### config.mk
export PLATFORM = sky130hd
export DESIGN_NAME = atm_keypad_entry
export DESIGN_NICKNAME = d
export VERILOG_FILES = /design/src/rtl/atm_keypad_entry.sv
export SDC_FILE = /design/constraint.sdc
export NUM_CORES = 1
export LEC_CHECK = 0
export CORE_ASPECT_RATIO = 0.9
export CORE_MARGIN = 2
export CORE_UTILIZATION = 32
export DETAILED_ROUTE_END_ITERATION = 7
export SETUP_SLACK_MARGIN = 0.3
export SYNTH_ARGS = -nofsm -noshare
export SYNTH_HDL_FRONTEND = slang
export SYNTH_SLANG_ARGS = --single-unit
### constraint.sdc
create_clock -name clk -period 4.5 [get_ports clk]
set_clock_uncertainty 0.15 [all_clocks]
set_input_delay 0.9 -clock clk [delete_from_list [all_inputs] [get_ports clk]]
set_output_delay 0.9 -clock clk [all_outputs]
set_load 0.1 [all_outputs]
### src/rtl/atm_keypad_entry.sv
// atm_keypad_entry
//   Keypad front end for the ATM controller. Debounces the raw key-down level
//   from the scanner and converts each accepted press into the controller's
//   digit protocol: PIN digits on digito/digito_stb, and a decimal-accumulated
//   amount on monto/monto_stb.
//
//   Optional feature macro: KEYPAD_DIGIT_COUNT_EN adds the cuenta_digitos output.
//
// Ports
//   clk             in   1   system clock, rising edge
//   reset           in   1   asynchronous, active-low reset
//   key_pressed     in   1   raw key-down level, may bounce
//   key_code        in   4   0-9 digit, 10 ENTER, 11 CLEAR, 12 CANCEL, 13-15 unused
//   modo_monto      in   1   0 = PIN entry, 1 = amount entry
//   digito          out  5   last PIN digit, held between strobes
//   digito_stb      out  1   one-cycle pulse, new PIN digit
//   monto           out  32  last confirmed amount, held between strobes
//   monto_stb       out  1   one-cycle pulse, new amount
//   cancelar        out  1   one-cycle pulse, CANCEL accepted
//   tecla_invalida  out  1   one-cycle pulse, key accepted but rejected
//   cuenta_digitos  out  4   (KEYPAD_DIGIT_COUNT_EN only) digit count
//   estado_dbg      out  2   debounce FSM state, for observation only
//
// Handshake: every *_stb / pulse output is high for exactly the one cycle after
// the clock edge that accepted the press; no ready/back-pressure exists, the
// consumer must take the value in that cycle. Data outputs hold between pulses.
module atm_keypad_entry #(
    parameter int DEBOUNCE_CYCLES = 4,
    parameter int MAX_DIGITS      = 9
) (
    input  logic        clk,
    input  logic        reset,
    input  logic        key_pressed,
    input  logic [3:0]  key_code,
    input  logic        modo_monto,
    output logic [4:0]  digito,
    output logic        digito_stb,
    output logic [31:0] monto,
    output logic        monto_stb,
    output logic        cancelar,
    output logic        tecla_invalida,
`ifdef KEYPAD_DIGIT_COUNT_EN
    output logic [3:0]  cuenta_digitos,
`endif
    output logic [1:0]  estado_dbg
);

    localparam int CW = $clog2(DEBOUNCE_CYCLES + 1);

    typedef enum logic [1:0] {REPOSO, PRESION, SOSTENIDA, LIBERA} estado_t;

    estado_t        estado_q;
    logic [CW-1:0]  cnt_q, cnt_inc;
    logic           modo_q;
    logic [31:0]    acc_q, acc_d, acc_base, acc_x10;
    logic [3:0]     ndig_q, ndig_d, ndig_base;
    logic [4:0]     digito_q, digito_d;
    logic [31:0]    monto_q, monto_d;
    logic           dstb_q, dstb_d, mstb_q, mstb_d;
    logic           cancel_q, cancel_d, inv_q, inv_d;
    logic           mode_chg, accept, release_done;
`ifdef KEYPAD_DIGIT_COUNT_EN
    logic [1:0]     pin_cnt_q, pin_cnt_d, pin_base;
`endif

    // The counter is zero whenever the FSM sits in REPOSO or SOSTENIDA, so the
    // same increment-and-compare serves the first and every later sample.
    always_comb begin
        cnt_inc      = cnt_q + CW'(1);
        accept       = 1'b0;
        release_done = 1'b0;
        if ((estado_q == REPOSO || estado_q == PRESION) && key_pressed)
            accept = (cnt_inc == CW'(DEBOUNCE_CYCLES));
        if ((estado_q == SOSTENIDA || estado_q == LIBERA) && !key_pressed)
            release_done = (cnt_inc == CW'(DEBOUNCE_CYCLES));
    end

    // Event decode. A mode change clears the accumulator first, so an event
    // accepted in the same cycle works on the cleared state in the new mode.
    always_comb begin
        mode_chg  = (modo_monto != modo_q);
        acc_base  = mode_chg ? 32'd0 : acc_q;
        ndig_base = mode_chg ? 4'd0  : ndig_q;
        acc_x10   = (acc_base << 3) + (acc_base << 1) + {28'd0, key_code};
        acc_d     = acc_base;
        ndig_d    = ndig_base;
        digito_d  = digito_q;
        monto_d   = monto_q;
        dstb_d    = 1'b0;
        mstb_d    = 1'b0;
        cancel_d  = 1'b0;
        inv_d     = 1'b0;
`ifdef KEYPAD_DIGIT_COUNT_EN
        pin_base  = mode_chg ? 2'd0 : pin_cnt_q;
        pin_cnt_d = pin_base;
`endif
        if (accept) begin
            if (!modo_monto) begin
                if (key_code <= 4'd9) begin
                    digito_d = {1'b0, key_code};
                    dstb_d   = 1'b1;
`ifdef KEYPAD_DIGIT_COUNT_EN
                    pin_cnt_d = pin_base + 2'd1;
`endif
                end else if (key_code == 4'd12) begin
                    cancel_d = 1'b1;
`ifdef KEYPAD_DIGIT_COUNT_EN
                    pin_cnt_d = 2'd0;
`endif
                end else begin
                    inv_d = 1'b1;
                end
            end else begin
                if (key_code <= 4'd9) begin
                    if (ndig_base < 4'(MAX_DIGITS)) begin
                        acc_d  = acc_x10;
                        ndig_d = ndig_base + 4'd1;
                    end else begin
                        inv_d = 1'b1;
                    end
                end else if (key_code == 4'd10) begin
                    if (acc_base != 32'd0) begin
                        monto_d = acc_base;
                        mstb_d  = 1'b1;
                        acc_d   = 32'd0;
                        ndig_d  = 4'd0;
                    end else begin
                        inv_d = 1'b1;
                    end
                end else if (key_code == 4'd11) begin
                    acc_d  = 32'd0;
                    ndig_d = 4'd0;
                end else if (key_code == 4'd12) begin
                    acc_d    = 32'd0;
                    ndig_d   = 4'd0;
                    cancel_d = 1'b1;
                end else begin
                    inv_d = 1'b1;
                end
            end
        end
    end

    always_ff @(posedge clk or negedge reset) begin
        if (!reset) begin
            estado_q  <= REPOSO;
            cnt_q     <= '0;
            modo_q    <= 1'b0;
            acc_q     <= 32'd0;
            ndig_q    <= 4'd0;
            digito_q  <= 5'd0;
            monto_q   <= 32'd0;
            dstb_q    <= 1'b0;
            mstb_q    <= 1'b0;
            cancel_q  <= 1'b0;
            inv_q     <= 1'b0;
`ifdef KEYPAD_DIGIT_COUNT_EN
            pin_cnt_q <= 2'd0;
`endif
        end else begin
            modo_q    <= modo_monto;
            acc_q     <= acc_d;
            ndig_q    <= ndig_d;
            digito_q  <= digito_d;
            monto_q   <= monto_d;
            dstb_q    <= dstb_d;
            mstb_q    <= mstb_d;
            cancel_q  <= cancel_d;
            inv_q     <= inv_d;
`ifdef KEYPAD_DIGIT_COUNT_EN
            pin_cnt_q <= pin_cnt_d;
`endif
            case (estado_q)
                REPOSO, PRESION: begin
                    if (!key_pressed) begin
                        estado_q <= REPOSO;
                        cnt_q    <= '0;
                    end else if (accept) begin
                        estado_q <= SOSTENIDA;
                        cnt_q    <= '0;
                    end else begin
                        estado_q <= PRESION;
                        cnt_q    <= cnt_inc;
                    end
                end
                SOSTENIDA, LIBERA: begin
                    if (key_pressed) begin
                        estado_q <= SOSTENIDA;
                        cnt_q    <= '0;
                    end else if (release_done) begin
                        estado_q <= REPOSO;
                        cnt_q    <= '0;
                    end else begin
                        estado_q <= LIBERA;
                        cnt_q    <= cnt_inc;
                    end
                end
                default: begin
                    estado_q <= REPOSO;
                    cnt_q    <= '0;
                end
            endcase
        end
    end

    assign digito         = digito_q;
    assign digito_stb     = dstb_q;
    assign monto          = monto_q;
    assign monto_stb      = mstb_q;
    assign cancelar       = cancel_q;
    assign tecla_invalida = inv_q;
    assign estado_dbg     = estado_q;
`ifdef KEYPAD_DIGIT_COUNT_EN
    assign cuenta_digitos = modo_q ? ndig_q : {2'b00, pin_cnt_q};
`endif

endmodule

======== After elaboration in Yosys (flattened, before gate mapping) ========
Index checks and enable logic that the tools add are counted.
word-level totals
  bits in registers ....................... 82
  input bits .............................. 8
  output and inout bits ................... 43
operators by class
  add/subtract/negate cells ............... 4
  $lt $le $gt $ge ......................... 2
  eq/ne operators ......................... 8
  muxes and demuxes ....................... 54
  bitwise operators ....................... 2
  reductions and logical operators ........ 11
operators by type and width
  cell                                           count
  2-to-1 mux 32 bit                              9
  2-to-1 mux 4 bit                               9
  adder 32 bit                                   1
  adder 32 x 4 -> 32 bit                         1
  nonzero test 32 bit                            1
  2-to-1 mux 1 bit                               26
  == test 4 bit, second input constant           3
  2-to-1 mux 3 bit                               4
  2-to-1 mux 2 bit                               4
  case mux 3 bit (2 select lines)                1
  AND reduction 5 bit                            1
  adder 4 x 1 -> 4 bit, second input constant    1
  == test 2 bit, second input constant           2
  <= comparator 4 bit, second input constant     1
  < comparator 4 bit, second input constant      1
  case mux 2 bit (2 select lines)                1
  OR reduction 2 bit                             2
  adder 3 x 1 -> 3 bit, second input constant    1
  == test 3 bit, second input constant           1
  AND reduction 3 bit                            1
  == test 2 x 1 -> 1 bit, second input constant  1
  logical AND 1 bit                              2
  zero test 2 bit                                1
  logical OR 1 bit                               2
  3 further kinds                                4

======== Depth between registers and ports, before layout ========
Gate-level depths: netlist of run 1.
  word-level depth ........................ 8
  depth in mapped cells ................... 16
  depth with buffers taken out ............ 14

======== Least setup slack after synthesis of run 1 ========
Ideal clock, no wire load.
  path type ............................... input to register
  start ................................... in modo_monto
  end ..................................... reg acc_q[17]
  data arrival time ....................... 3.963 ns
  data required time ...................... 4.229 ns
  setup slack ............................. 0.266 ns
  cell stages on the path ................. 14
  path buffers ............................ 3
  cells stage by stage .................... xnor2_1 -> clkbuf_1 -> clkbuf_1 -> and2_1 -> ha_1 -> ha_1 -> buf_6 -> a21o_1 -> a31o_1 -> a221o_1 -> or2_4 -> a311oi_2 -> xor2_1 -> o21ai_1
between the ends
  cells in the longest elaborated chain, start to end .. 8
ends and longest elaborated chain
  item                                                         RTL line  source
  start: declaration                                           35        input logic modo_monto,
  != test 1 bit (*)                                            81        mode_chg = (modo_monto != modo_q);
  2-to-1 mux 32 bit (*)                                        82        acc_base = mode_chg ? 32'd0 : acc_q;
  via acc_base[10]                                             55        logic [31:0] acc_q, acc_d, acc_base, acc_x10;
  adder 32 bit or nonzero test 32 bit (tied branches)          84, 122
  adder 32 x 4 -> 32 bit or 2-to-1 mux 32 bit (tied branches)  84, 122
  2-to-1 mux 32 bit (on tied branches)                         115, 121
  2-to-1 mux 32 bit (*)                                        114       if (key_code <= 4'd9) begin
  2-to-1 mux 32 bit (*)                                        98        if (!modo_monto) begin
  2-to-1 mux 32 bit (*)                                        97        if (accept) begin
  via acc_d[17]                                                55
  end signal: assignment                                       149       acc_q <= 32'd0;
  end signal: assignment                                       162       acc_q <= acc_d;
  end: declaration                                             55
Mark *: on every way through the listed nets, which the timed path passes. The rest lies on a longest branch.
A chain may end at the register's enable or synchronous reset.

======== Final worst setup path of run 1 ========
  start ................................... in modo_monto
  end ..................................... reg acc_q[24]
The elaborated chain is that of the path after synthesis.

==> results of run 1 <==
## path summary, 6_finish.rpt
kind / slack, ps / cells after the start / to / start
worst max-delay path: 450 / 15 / acc_q[24] / modo_monto
worst max register to register: 910 / 14 / acc_q[24] / modo_q
worst min-delay path: 280 / 1 / cnt_q[0] / cnt_q[0]
min in group asynchronous: 450 / 1 / monto_stb / reset
worst min register to register: 280 / 1 / cnt_q[0] / cnt_q[0]
max in group asynchronous: 2870 / 2 / digito[1] / reset
## registers in the layout, indices dropped and copies added, names as in the netlist
register / count
digito_stb: 1
monto_stb: 1
tecla_invalida: 1
ndig_q: 4
cnt_q: 3
modo_q: 1
digito: 4
monto: 32
estado_dbg: 2
acc_q: 32
cancelar: 1
## worst register-to-register path, cell delays in order, from the launching register on
cell	delay [ps]
dfrtp_1	420
xnor2_4	180
buf_4	190
buf_4	180
buf_12	140
and2_1	230
ha_1	270
ha_1	340
a21o_1	190
a21oi_1	180
nor3b_1	310
o311ai_2	160
buf_4	180
and3_1	160
o31ai_1	220
## cells in the mapped netlist (all sizes together), types with 3 or more instances
cell type   n  area, um^2
dfrtp      82        2050
nand2      71         267
ha         63         788
o21ai      54         270
a21oi      25         125
mux2       25         282
and2       24         150
inv        21        78.8
nor2       20        77.6
clkbuf     18        67.6
nand3      17        85.1
a21o       16         128
xnor2      15         131
nand4      11        68.8
nor3       10        50.1
o22ai      10        62.6
xor2        9        78.8
buf         8        56.3
nor4        8        50.1
a31oi       7        43.8
and3        6        38.8
o211ai      6        45.0
mux2i       5        50.1
nand2b      5        31.3
nor2b       5        31.3
nor3b       5        37.5
o21a        5        37.5
a32o        4        40.0
or3         4        25.0
a211oi      3        22.5
nand3b      3        22.5
nand4b      3        26.3
o31ai       3        22.5
## layer usage
| metal | share of wire [%] | routed length [um] | vias to the layer above |
|---|---|---|---|
| met2 | 42 | 6340 | 127 |
| li1 | - | - | 2358 |
| met5 | 0 | 0 | - |
| met1 | 52 | 7740 | 2307 |
| met4 | 1.2 | 178 | 0 |
| met3 | 4.5 | 667 | 13 |
## power by group through the flow
stage | clock network [W] | logic, W | registers (W)
final | 0.000825 | 0.000335 | 0.000787
after CTS | 0.000844 | 0.000338 | 0.000787
after global placement | 0 | 0.000328 | 0.000799
after global routing | 0.000878 | 0.000354 | 0.000791
after floorplan | 0 | 0.0000951 | 0.000937
after detailed placement | 0 | 0.000333 | 0.000800
## cell type report
class / count / area (um^2)
fillers: 1700 / 10100
repair buffers: 91 / 815
inverters: 21 / 78.8
multi-input cells: 472 / 3410
well taps: 235 / 294
clock buffers: 11 / 243
clock inverters: 5 / 85.1
flip-flops and latches: 82 / 2050
## kinds of logic (layout without fill, tap and decap cells)
kind of cell	after synthesis	count (layout)	share of synthesized area, %
flip-flops	82	82	36.5
adder cells (fa/ha/maj)	64	64	14.4
AND/OR/NAND/NOR	196	196	17.8
XOR/XNOR	24	24	3.74
multiplexers	30	30	5.90
AO/OA/AOI/OAI	157	157	18.0
buffers and inverters	47	128	3.60
other	1	1	0.0667
## through the flow
step	total power (W)	hold WS (ps)	std cells	TNS (ps)	setup WS (ps)
2_1_floorplan	0.00103	260	601	0	311
3_3_place_gp	0.00113	272	899	-4260	-413
3_5_place_dp	0.00113	281	899	-4820	-430
4_1_cts	0.00197	290	917	0	498
5_1_grt	0.00202	311	917	0	318
6_report	0.00195	284	917	0	448
## repair_timing
action,in CTS,in global routing
endpoints found under the hold margin,0,0
setup buffers,2,0
setup endpoints to repair,19,4
gates resized for setup,2,5
pin swaps,1,1
==> results.yml, run 1 <==
sta:
  finalSetupViolations: 0
  finalCriticalPeriod_ps: 4050
  relSlewSlack_pct: 34.9
  finalCritPeriodShare_pct: 90.0
  hold_viol: 0
  fmaxAchievable_mhz: 247
  rsz0062_at_grt: "false"
  worst_pin_slew_ps: 973
  drv_slew: 0
power_and_ir_drop:
  power_density_nw_per_um2: 279
  pwr-share-comb_pct: 17.2
  switchingPower_w: 0.000579
  p_leak_nw: 3.51
  power.internal_w: 0.00137
  swShare_pct: 29.7
  clockPowerShare_pct: 42.4
  seq_power_share_pct: 40.4
  ir_drop_v: 0.000191
route:
  routed_wl_um: 14900
  vias_per_cell: 5.24
  wl_per_cell_um: 16.3
  vias: 4805
  drtIter0Drc: 333
  drc: 0
  ant_nets: 0
  first_pass_iters: 5
clock_network:
  cts_sinks: 82
  cts_tree: "built"
  cts_max_level: 3
  clk_path_buf_depth: 2
  cts_hold_buf: 0
  cts_made_buffers: 9
  clk_pin_slew_worst_paths_ps: 70
  root_buffer: "clkbuf_16"
  clk_latency_ps: 350
yosys:
  postSynthCellCount: 601
  ys.flop_type: "dfrtp_1"
  synth-warning-count: 0
  synth.avg_cell_area_um2: 9.36
  syn_area_um2: 5620
  ys_ff_latch: 82
  synth.net_count: 673
  synth.distinct_cells: 67
  synth_edf_count: 0
  yosysSeqAreaShare_pct: 36.5
  async_flop_share_pct: 100
worst_setup_path:
  crit_top_cell: "buf_4"
  worst_ep_arrival_time_ps: 4150
  crit_path_end_kind: "flop"
  path_class: "primary input to flop"
  worstPathRequired_ps: 4600
  crit_family: "buffers and inverters"
  cp_max_fo: 9
  start_kind: "primary input"
  critPathSlowestCell: "ha_1"
  slowest_delay_ps: 340
  cp_cell_sequence: "dlygate4sd2_1 > xnor2_4 > buf_4 > buf_4 > buf_12 > and2_1 > ha_1 > ha_1 > a21o_1 > a21oi_1 > nor3b_1 > o311ai_2 > buf_4 > and3_1 > o31ai_1"
  path_buf_inv: 5
final_layout:
  syn_to_final_growth_pct: 24.1
  drive_gt1_share_pct: 11.9
  final_common_cell: "dfrtp_1"
  final_cell_mix: "82 x dfrtp_1, 70 x nand2_1, 62 x ha_1"
  fin_nets: 749
  n_antenna_cell: 0
  final_core_util_pct: 40.9
  design_area_um2: 6980
global_route:
  gr-max-usage-layer: "met2"
  grt_max_degree: 55
  track_usage_pct: 16.9
  grt_first_pass_wirelength_um: 24900
  grt_remaining_overflow: 0
  grtUsageMet2_pct: 25.8
  use_met1_pct: 24.8
  antenna_found_initial: 0
  met3_usage_pct: 3.41
  grt_pass1_vias: 4812
floorplanning:
  start_util_pct: 33.0
  io_pins: 51
  coreArea_um2: 17100
  dieArea_um2: 18600
  die_w_um: 144
  fp-row-count: 45
  die_h_um: 130
place:
  io_buffers: 49
  placed_area_um2: 6600
  dpl.hpwl_um: 11100
  routabilityCongestion: 0.866
run_status:
  outcome: "complete, no violations"
job:
  drv_cap: 0
worst_hold_path:
  hold_path.class: "flop to flop"
No activity file was read; power rests on OpenSTA's default activity.
==> run 2, diff against run 1 <==
--- a/config.mk
+++ b/config.mk
@@ -9,6 +9,7 @@
 export CORE_MARGIN = 2
 export CORE_UTILIZATION = 32
 export DETAILED_ROUTE_END_ITERATION = 7
+export PLACE_DENSITY = 0.62
 export SETUP_SLACK_MARGIN = 0.3
 export SYNTH_ARGS = -nofsm -noshare
 export SYNTH_HDL_FRONTEND = slang
==> constraint.sdc (replaced) <==
create_clock -name clk -period 3.45 [get_ports clk]
set_clock_uncertainty 0.15 [all_clocks]
set_input_delay 0.69 -clock clk [delete_from_list [all_inputs] [get_ports clk]]
set_output_delay 0.69 -clock clk [all_outputs]
set_load 0.1 [all_outputs]
==> results.yml, run 2 (synthesis gave the netlist of run 1 again) <==
run_status:
  outcome: "complete, but fails checks"
  violations: "negative setup slack"
route:
  wl_per_cell_um: 17.2
  ant_nets: 0
  wl_met2_um: 8930
  vias: 5529
  first_pass_iters: 5
  routed_wl_um: 18200
  vias_per_cell: 5.23
  m1WireLength_um: 8270
  drtIter0Drc: 456
  top_layer: "met4"
  met3RoutedLength_um: 594
  drc: 0
floorplanning:
  io_pins: 51
  die_h_um: 130
  die_w_um: 144
  coreArea_um2: 17100
  fp-row-count: 45
  start_util_pct: 33.0
  dieArea_um2: 18600
final_layout:
  drive_gt1_share_pct: 45.6
  final_core_util_pct: 52.2
  regArea_um2: 2050
  fin_nets: 889
  syn_to_final_growth_pct: 58.4
  multi_input_area_um2: 4240
  final-instance-count-excl-fill: 1057
  n_fill_cell: 1518
  n_antenna_cell: 0
  final_cell_mix: "209 x buf_4, 82 x dfrtp_1, 62 x nand2_1"
  final_common_cell: "buf_4"
sta:
  drv_slew: 0
  layout_setup_ws_ps: -17.6
  finalCritPeriodShare_pct: 101
  setup_tns_ps: -17.6
  hold_viol: 0
  finalSetupViolations: 1
  finalCriticalPeriod_ps: 3470
  relSlewSlack_pct: 29.5
  worst_pin_slew_ps: 1060
  rsz0062_at_grt: "true"
  fmaxAchievable_mhz: 288
clock_network:
  cts_hold_buf: 0
  cts_tree: "built"
  clk_pin_slew_worst_paths_ps: 60
  root_buffer: "clkbuf_16"
  clk_latency_ps: 350
  cts_made_buffers: 9
  clk_path_buf_depth: 2
  cts_sinks: 82
  cts_max_level: 3
global_route:
  grt_remaining_overflow: 0
  antenna_found_initial: 0
  grt_first_pass_wirelength_um: 29500
  grt_max_degree: 83
  grt_pass1_vias: 5836
  track_usage_pct: 20.2
power_and_ir_drop:
  ir_drop_v: 0.000221
  power_density_nw_per_um2: 295
  p_leak_nw: 4.40
worst_setup_path:
  rrSetupSlack_ps: 10
  worstPathRequired_ps: 3530
  cp_max_fo: 6
  start_kind: "primary input"
  path_class: "primary input to flop"
  crit_path_end_kind: "flop"
  worst_ep_arrival_time_ps: 3540
place:
  dpl.hpwl_um: 12600
  dp.cells: 1009
  io_buffers: 49
  routabilityCongestion: 0.930
worst_hold_path:
  hold_path.class: "flop to flop"
job:
  drv_cap: 0
run 2: cell type report:
class | instances | area share [%]
Clock inverter | 6 | 1.01
Timing Repair Buffer | 231 | 21.4
Inverter | 21 | 0.941
Sequential cell | 82 | 23.0
Tap cell | 235 | 3.30
Clock buffer | 10 | 2.68
Multi-Input combinational cell | 472 | 47.6
run 2: path summary, 6_finish.rpt:
path	start	depth (start not counted)	to
setup / recovery	modo_monto	17	acc_q[17]
hold / removal	cnt_q[0]	1	cnt_q[0]
setup reg to reg	modo_q	16	acc_q[17]
hold reg to reg	cnt_q[0]	1	cnt_q[0]
max in group asynchronous	reset	1	acc_q[15]
min in group asynchronous	reset	1	estado_dbg[0]
run 2: what timing repair did:
item	CTS	global route
setup buffers	23	6
setup endpoints to repair	28	23
gates resized for setup	114	25
cloned	3	0
pin swaps	53	28
run 2: per-stage QoR:
stage | hold WS (ps) | instance area (um^2) | total power, W | setup WS (ps)
after floorplan | 244 | 5850 | 0.00136 | -128
after global placement | 271 | 7500 | 0.00148 | -803
after detailed placement | 282 | 7500 | 0.00149 | -804
after CTS | 293 | 8740 | 0.00264 | 99.2
after global routing | 325 | 8900 | 0.00272 | -50.6
final | 297 | 8900 | 0.00262 | -17.6
run 2: worst max-delay path: stages:
cell	delay [ps]
buf_8	110
xnor2_4	250
buf_6	150
buf_12	100
buf_16	130
nand2_4	60
inv_4	60
ha_4	190
buf_4	140
ha_4	210
a211o_1	290
o211ai_1	160
o21ai_2	160
or2_4	310
a311oi_2	270
xor2_1	170
o21ai_1	80
run 2: routing by layer:
layer | track usage [%] | vias to the layer above
met5 | 0 | -
met4 | 7.15 | 0
met3 | 2.86 | 38
met2 | 35.0 | 136
met1 | 26.1 | 2720
li1 | - | 2635
run 2: report_power, final:
part	leakage, nW	switching [W]	internal (W)	total, W
Sequential	1.13	0.0000263	0.00100	0.00103
Clock	0.159	0.000427	0.000655	0.00108
Combinational	3.10	0.000342	0.000170	0.000512
==> run 3, diff against run 2 <==
--- a/config.mk
+++ b/config.mk
@@ -9,7 +9,6 @@
 export CORE_MARGIN = 2
 export CORE_UTILIZATION = 32
 export DETAILED_ROUTE_END_ITERATION = 7
-export PLACE_DENSITY = 0.62
 export SETUP_SLACK_MARGIN = 0.3
 export SYNTH_ARGS = -nofsm -noshare
 export SYNTH_HDL_FRONTEND = slang
==> results.yml, run 3 (synthesis gave the netlist of run 1 again) <==
worst_setup_path:
  path_buf_inv: 3
  slowest_delay_ps: 430
  cp_cell_sequence: "xnor2_4 > buf_12 > buf_12 > and2_4 > ha_4 > ha_4 > a21o_1 > a31o_1 > a221o_1 > or2_4 > buf_4 > a31oi_4 > xor2_1 > o21ai_1"
  rr_startpoint: "modo_q"
  rrSetupSlack_ps: 50
  cp_max_fo: 8
  crit_path_end_kind: "flop"
  r2r-end: "acc_q[15]"
  crit_family: "compound AO/OA/AOI/OAI gates"
  path_class: "flop to flop"
  worstPathRequired_ps: 3530
  critPathSlowestCell: "dfrtp_1"
  start_kind: "flop"
  rr_worst_depth: 14
  worst_ep_arrival_time_ps: 3480
floorplanning:
  die_w_um: 144
  dieArea_um2: 18600
  coreArea_um2: 17100
  start_util_pct: 33.0
  io_pins: 51
  die_h_um: 130
  fp-row-count: 45
final_layout:
  final_common_cell: "buf_4"
  fin_nets: 867
  drive_gt1_share_pct: 40.4
  regArea_um2: 2050
  final_cell_mix: "195 x buf_4, 82 x dfrtp_1, 68 x nand2_1"
  final-instance-count-excl-fill: 1033
  n_fill_cell: 1547
  syn_to_final_growth_pct: 49.7
  multi_input_area_um2: 4030
  n_antenna_cell: 0
route:
  drtIter0Drc: 431
  vias: 5402
  first_pass_iters: 5
  ant_nets: 0
  drc: 0
  routed_wl_um: 16800
  wl_per_cell_um: 16.2
  vias_per_cell: 5.23
sta:
  rsz0062_at_grt: "true"
  finalSetupViolations: 0
  fin_hold_ws_ps: 287
  drv_slew: 0
  finalCriticalPeriod_ps: 3400
  worst_pin_slew_ps: 1070
  relSlewSlack_pct: 28.6
  hold_viol: 0
  setup_tns_ps: 0
  finalCritPeriodShare_pct: 98.6
  fmaxAchievable_mhz: 294
place:
  io_buffers: 49
  dpl.hpwl_um: 12300
  dp.cells: 1004
  routabilityCongestion: 0.884
clock_network:
  clk_latency_ps: 360
  cts_made_buffers: 9
  cts_sinks: 82
  cts_max_level: 3
  root_buffer: "clkbuf_16"
  clk_path_buf_depth: 2
  clk_pin_slew_worst_paths_ps: 70
  cts_tree: "built"
run_status:
  outcome: "complete, no violations"
global_route:
  grt_remaining_overflow: 0
  antenna_found_initial: 0
  grt_pass1_vias: 5494
  grt_first_pass_wirelength_um: 27400
  track_usage_pct: 18.6
  grt_max_degree: 83
worst_hold_path:
  worstHoldPathCells: 1
  worstHoldStart: "cnt_q[0]"
  whs_endpoint: "cnt_q[0]"
  hold_path.class: "flop to flop"
power_and_ir_drop:
  power_density_nw_per_um2: 304
  p_leak_nw: 4.28
  ir_drop_v: 0.000193
job:
  drv_cap: 0
## run 3: final cells by class
class	count	area share, %
multi-input cells	472	47.9
flip-flops and latches	82	24.4
repair buffers	209	19.6
well taps	235	3.49
clock buffers	11	2.88
inverters	21	0.966
clock inverters	3	0.773
## run 3: per-layer routing
metal | global-route usage, % | vias up | part of all wire (%)
li1 | - | 2593 | -
met1 | 24.8 | 2686 | 47
met2 | 31.7 | 105 | 49
met3 | 2.86 | 18 | 3.5
met4 | 4.90 | 0 | 1.0
met5 | 0 | - | 0
## run 3: metrics by stage
stage | utilization, % | setup slack (ps) | total power (W) | area [um^2]
final | 49.4 | 49.3 | 0.00256 | 8420
after global routing | 49.4 | -42.1 | 0.00265 | 8420
after CTS | 47.3 | 70.4 | 0.00256 | 8060
after detailed placement | 43.7 | -812 | 0.00149 | 7460
after global placement | 43.7 | -725 | 0.00147 | 7460
after floorplan | - | -128 | 0.00136 | 5850
## run 3: what timing repair did
item | 4_1_cts | 5_1_grt
endpoints found under the hold margin | 0 | 0
buffers inserted | 10 | 5
hold buffers | 0 | 0
pin swaps | 20 | 23
setup endpoints to repair | 26 | 23
gates resized for setup | 48 | 60
## run 3: worst max-delay path by stage
stage	cells past startpoint	slack, ps	startpoint	to
6_report	14	50	modo_q	acc_q[15]
3_3_place_gp	13	-720	modo_monto	acc_q[27]
3_5_place_dp	12	-810	modo_monto	acc_q[27]
4_1_cts	13	70	modo_q	acc_q[17]
2_1_floorplan	14	-130	modo_monto	acc_q[27]
5_1_grt	13	-40	modo_q	acc_q[17]
## run 3: power breakdown
| part | internal, W | switching [W] |
|---|---|---|
| clock | 0.000645 | 0.000415 |
| sequential | 0.00100 | 0.0000264 |
| combinational | 0.000143 | 0.000327 |
| total | 0.00179 | 0.000769 |
